$ cat src/rtl/s_arith_pkg.sv
// Shared arithmetic helpers: constant clog2, accumulator width derivation and
// two's complement saturation limits for a given word length.
package s_arith_pkg;

    function automatic int unsigned clog2(input int unsigned value);
        int unsigned r;
        r = 0;
        while ((64'd1 << r) < 64'(value)) begin
            r++;
        end
        return r;
    endfunction

    // Product width plus growth over LEN terms plus one guard bit.
    function automatic int unsigned acc_wl(input int unsigned inwl, input int unsigned len);
        return 2 * inwl + clog2(len) + 1;
    endfunction

    function automatic logic signed [63:0] sat_max(input int unsigned w);
        return (64'sd1 <<< (w - 1)) - 64'sd1;
    endfunction

    function automatic logic signed [63:0] sat_min(input int unsigned w);
        return -(64'sd1 <<< (w - 1));
    endfunction

endpackage

$ cat src/rtl/s_mult.sv
// Combinational full-precision signed multiplier.
module s_mult #(
    parameter int unsigned IN1WL = 8,
    parameter int unsigned IN2WL = 8
) (
    input  logic signed [IN1WL-1:0]       IN1,
    input  logic signed [IN2WL-1:0]       IN2,
    output logic signed [IN1WL+IN2WL-1:0] OUT
);

    localparam int unsigned OWL = IN1WL + IN2WL;

    assign OUT = OWL'(IN1) * OWL'(IN2);

endmodule

$ cat src/rtl/s_sat.sv
// Combinational signed saturation from INWL down to OUTWL bits; SAT flags a clip.
module s_sat
    import s_arith_pkg::*;
#(
    parameter int unsigned INWL  = 20,
    parameter int unsigned OUTWL = 16
) (
    input  logic signed [INWL-1:0]  IN,
    output logic signed [OUTWL-1:0] OUT,
    output logic                    SAT
);

    localparam logic signed [INWL-1:0]  MAX_IN  = INWL'(sat_max(OUTWL));
    localparam logic signed [INWL-1:0]  MIN_IN  = INWL'(sat_min(OUTWL));
    localparam logic signed [OUTWL-1:0] MAX_OUT = OUTWL'(sat_max(OUTWL));
    localparam logic signed [OUTWL-1:0] MIN_OUT = OUTWL'(sat_min(OUTWL));

    always_comb begin
        OUT = IN[OUTWL-1:0];
        SAT = 1'b0;
        if (IN > MAX_IN) begin
            OUT = MAX_OUT;
            SAT = 1'b1;
        end else if (IN < MIN_IN) begin
            OUT = MIN_OUT;
            SAT = 1'b1;
        end
    end

endmodule

$ cat src/rtl/s_mac_acc.sv
// Signed multiply-accumulate: registers each product, sums LEN of them per frame
// and emits one saturated result per frame over valid/ready handshakes.
module s_mac_acc
    import s_arith_pkg::*;
#(
    parameter int unsigned INWL  = 8,
    parameter int unsigned LEN   = 4,
    parameter int unsigned OUTWL = 16
) (
    input  logic                    CLK,
    input  logic                    RST,
    input  logic                    IN_VLD,
    output logic                    IN_RDY,
    input  logic signed [INWL-1:0]  IN1,
    input  logic signed [INWL-1:0]  IN2,
    output logic                    OUT_VLD,
    input  logic                    OUT_RDY,
    output logic signed [OUTWL-1:0] OUT,
    output logic                    OUT_SAT
);

    localparam int unsigned ACCWL = acc_wl(INWL, LEN);
    localparam int unsigned PWL   = 2 * INWL;
    localparam int unsigned CNTWL = (LEN > 1) ? clog2(LEN) : 1;
    localparam logic [CNTWL-1:0] CNT_LAST = CNTWL'(LEN - 1);

    logic signed [PWL-1:0]   prod;
    logic signed [PWL-1:0]   p_reg;
    logic                    p_vld;
    logic [CNTWL-1:0]        cnt;
    logic signed [ACCWL-1:0] acc;
    logic signed [ACCWL-1:0] acc_base;
    logic signed [ACCWL-1:0] sum;
    logic signed [OUTWL-1:0] sat_val;
    logic                    sat_flag;
    logic signed [OUTWL-1:0] out_reg;
    logic                    out_sat_reg;
    logic                    out_vld_reg;
    logic                    last;
    logic                    take;
    logic                    in_hs;

    s_mult #(
        .IN1WL (INWL),
        .IN2WL (INWL)
    ) u_mult (
        .IN1 (IN1),
        .IN2 (IN2),
        .OUT (prod)
    );

    s_sat #(
        .INWL  (ACCWL),
        .OUTWL (OUTWL)
    ) u_sat (
        .IN  (sum),
        .OUT (sat_val),
        .SAT (sat_flag)
    );

    always_comb begin
        last     = (cnt == CNT_LAST);
        // The last product of a frame must wait while the previous result is held.
        take     = p_vld && !(last && out_vld_reg && !OUT_RDY);
        IN_RDY   = !RST && (!p_vld || take);
        in_hs    = IN_VLD && IN_RDY;
        acc_base = (cnt == '0) ? '0 : acc;
        sum      = acc_base + ACCWL'(p_reg);
    end

    always_ff @(posedge CLK) begin
        if (RST) begin
            p_reg       <= '0;
            p_vld       <= 1'b0;
            cnt         <= '0;
            acc         <= '0;
            out_reg     <= '0;
            out_sat_reg <= 1'b0;
            out_vld_reg <= 1'b0;
        end else begin
            if (in_hs) begin
                p_reg <= prod;
                p_vld <= 1'b1;
            end else if (take) begin
                p_vld <= 1'b0;
            end

            if (take && last) begin
                out_reg     <= sat_val;
                out_sat_reg <= sat_flag;
                out_vld_reg <= 1'b1;
                cnt         <= '0;
            end else begin
                if (take) begin
                    acc <= sum;
                    cnt <= cnt + 1'b1;
                end
                if (out_vld_reg && OUT_RDY) begin
                    out_vld_reg <= 1'b0;
                end
            end
        end
    end

    assign OUT     = out_reg;
    assign OUT_SAT = out_sat_reg;
    assign OUT_VLD = out_vld_reg;

endmodule

$ cat config.mk
export PLATFORM = sky130hd
export DESIGN_NAME = s_mac_acc
export DESIGN_NICKNAME = d
export VERILOG_FILES = /design/src/rtl/s_arith_pkg.sv /design/src/rtl/s_mult.sv /design/src/rtl/s_sat.sv /design/src/rtl/s_mac_acc.sv
export SDC_FILE = /design/constraint.sdc
export NUM_CORES = 1
export LEC_CHECK = 0
export ABC_AREA = 1
export CAP_MARGIN = 30
export CORE_AREA = 2 2 112 114
export CTS_CLUSTER_SIZE = 30
export DETAILED_ROUTE_END_ITERATION = 10
export DIE_AREA = 0 0 114 116
export PLACE_DENSITY = 0.77
export SYNTH_ARGS = -nofsm -noshare
export SYNTH_HDL_FRONTEND = slang
export SYNTH_SLANG_ARGS = --single-unit
$ cat constraint.sdc
create_clock -name CLK -period 8.3 [get_ports CLK]
set_input_delay 1.245 -clock CLK [delete_from_list [all_inputs] [get_ports CLK]]
set_output_delay 1.245 -clock CLK [all_outputs]
set_load 0.05 [all_outputs]
==> metrics.txt <==
final hold vios 0; first-pass GRT wire length roughly 21 mm; DR vias/cell 4.91; RSZ-0062 raised after global routing false; register bit total from synthesis 56; Worst Skew approximately 0.0084 ns; final setup vio count 0; chip height between 100 and 150 um; Post-Route WL roughly 12 mm; H-tree levels 2; I/O Buffers 38; Cell Pwr Density about 210 nW/um^2; Post-Syn Area per Cell around 7 um^2; GP Congestion about 0.96; peak supply drop 166 uV; Chip Width around 110 um; Layout area overhead 10.3%; initial antenna violation count 0; Finished Core Util 0.547; CTS tree built; DR pass1 iterations 5; core region area between 10000 and 15000 um^2; min cycle time layout 5.77 ns; Final Slew Violations 0; CP Cell Sequence clkdlybuf4s50_1 -> clkinv_1 -> or2_2 -> fa_1 -> fa_1 -> inv_1 -> fa_1 -> inv_1 -> fa_1 -> inv_1 -> ha_1 -> a21oi_1 -> o21ai_0 -> a21oi_1 -> nor2_1 -> o21ai_0 -> nand3_1 -> a31oi_1; syn nets 978; run status finished clean; Ant. Diodes 0; Mapped Cells approximately 850; Ys Warns 0; sequential fraction of the synthesis area 0.190; max incr delay on CP between 0.5 and 0.6 ns; Worst Path Arrival roughly 6 ns; total negative slack 0 ns; clock latency at the later pin of the worst-skew pair about 0.30 ns; max-cap violations 0; vias 4997; Root Driver clkbuf_16; setup bufs post-CTS 0; Initial Util 0.496; CP max FO 9; highest clock rate around 170 MHz; top-area cell type share of the netlist area 0.190; cts hold-fix bufs 0; hold slack 0.455 ns; Slowest cell on crit path fa_1; Least-Margin Pin Slew approximately 0.77 ns; num rows 40; vias in the first global route 4812; share of layout cells above drive strength 1 0.0333; Clock Sinks 56; synthesized area approximately 5900 um^2; post-cts resize count 0; largest net degree at the start of global routing 39; DIE AREA 13200 um^2; GR Overflow Total 0; critical path type input pin to flop; leading area contributor after synthesis dfxtp_1; GRT Util Overall 0.189; startpoint types input pin; post-DR wirelength/cell 11.5 um; CTS buffer count 5; HP Class flop to flop; DRC 0; Critical Path RT around 8.5 ns; CTS clock-pin slew for the worst setup and hold paths about 0.07 ns; Most common cell on crit path fa_1; Pleak 3.58 nW; Iteration-0 DRC Markers between 200 and 300; nets@finish just under 1000; headroom to the max-slew limit 0.483; Crit. End Element flop; post-detailed-route count of antenna-violating nets 0; family with the most delay on the worst path adder cells; Final Cycle Share 0.695; CP bufs+invs 5; post-synth cell types 37; CTS Buffer Depth 2; Largest register FFs 19; I/O Pins 39; dpl hpwl 9.55 mm; ranking of synthesized cells by area dfxtp_1, fa_1, nand2_1
==> through the flow <==
| stage | area, um^2 | power, mW | instances | setup slack, ns |
|---|---|---|---|---|
| 5_1_grt | 6510 | 1.50 | 1018 | 2.19 |
| 3_5_place_dp | 6370 | 1.14 | 1010 | 2.28 |
| 3_3_place_gp | 6370 | 1.12 | 1010 | 2.37 |
| 4_1_cts | 6510 | 1.35 | 1018 | 2.57 |
| 2_1_floorplan | 5910 | 0.978 | 853 | 3.04 |
| 6_report | 6510 | 1.35 | 1018 | 2.53 |
==> cell usage in the layout (no fill, tap or decap), types with 2 or more instances in the layout <==
cell type / count
a21oi_1: 48
a31oi_1: 4
o211ai_1: 10
clkbuf_16: 5
clkdlybuf4s50_1: 38
nand4_1: 3
a21oi_2: 2
or2_2: 3
nand2_4: 2
o21bai_1: 3
nand3_1: 23
xor2_1: 11
nor2_2: 2
and3_1: 2
o2111ai_1: 2
nor2_1: 66
o31ai_1: 2
nand3_2: 3
o21ai_0: 38
inv_1: 198
fa_1: 56
nand2_2: 6
nand2_1: 207
nor3_1: 6
xnor2_1: 12
clkinv_1: 2
ha_1: 49
buf_4: 2
dfxtp_1: 56
==> cell families after synthesis <==
| group | count (synthesis) | synth area share |
|---|---|---|
| buf+inv | 231 | 0.148 |
| flops | 56 | 0.190 |
| simple gates | 326 | 0.228 |
| fa+ha+maj | 105 | 0.294 |
| xor+xnor | 23 | 0.0341 |
| compound gates | 112 | 0.106 |
==> cell usage after synthesis (all sizes together) <==
cell / count
o21bai: 3
xor2: 11
a31oi: 4
nand3: 26
and3: 2
o21a: 1
xnor2: 12
or2: 4
clkbuf: 24
a21oi: 50
nor3: 6
clkinv: 2
o2111ai: 2
buf: 6
o211ai: 10
fa: 56
o31ai: 2
nand2: 215
o21ai: 38
nand4: 3
ha: 49
inv: 199
a211oi: 1
a32o: 1
nand3b: 1
dfxtp: 56
nor2: 69
==> worst min-delay path: stages (launching register included) <==
cell and delay (ns):
dfxtp_1 0.30, inv_1 0.06, a21oi_1 0.05
==> per-layer routing <==
| metal | GRT usage | vias up | routed length [um] |
|---|---|---|---|
| li1 | - | 2611 | - |
| met1 | 0.247 | 2285 | 5580 |
| met2 | 0.345 | 94 | 5630 |
| met3 | 0.0178 | 7 | 404 |
| met4 | 0.0317 | 0 | 99 |
| met5 | 0 | - | 0 |
==> worst paths after layout <==
path	from	end	cells past startpoint	slack, ns
max	IN2[7]	p_reg[12]$_SDFFE_PP0P_	18	2.53
min	acc[1]$_SDFFE_PP0P_	acc[1]$_SDFFE_PP0P_	2	0.46
max reg2reg	cnt[0]$_SDFFE_PP0P_	OUT_SAT$_SDFFE_PP0P_	19	5.04
min reg2reg	acc[1]$_SDFFE_PP0P_	acc[1]$_SDFFE_PP0P_	2	0.46
==> final cells by class <==
cell class                      instances  area (um^2)
Sequential cell                        56         1120
Clock buffer                            6          129
Clock inverter                          2         16.3
Fill cell                            1143         5400
Timing Repair Buffer                   40          395
Inverter                              201          754
Tap cell                              147          184
Multi-Input combinational cell        566         3910
==> where the power goes <==
part | leakage (nW) | total [mW] | internal, mW | switching (mW)
sequential | 0.458 | 0.321 | 0.299 | 0.0222
combinational | 3.05 | 0.817 | 0.312 | 0.505
clock | 0.0671 | 0.209 | 0.113 | 0.0963
(Power assumes the default switching activity.)
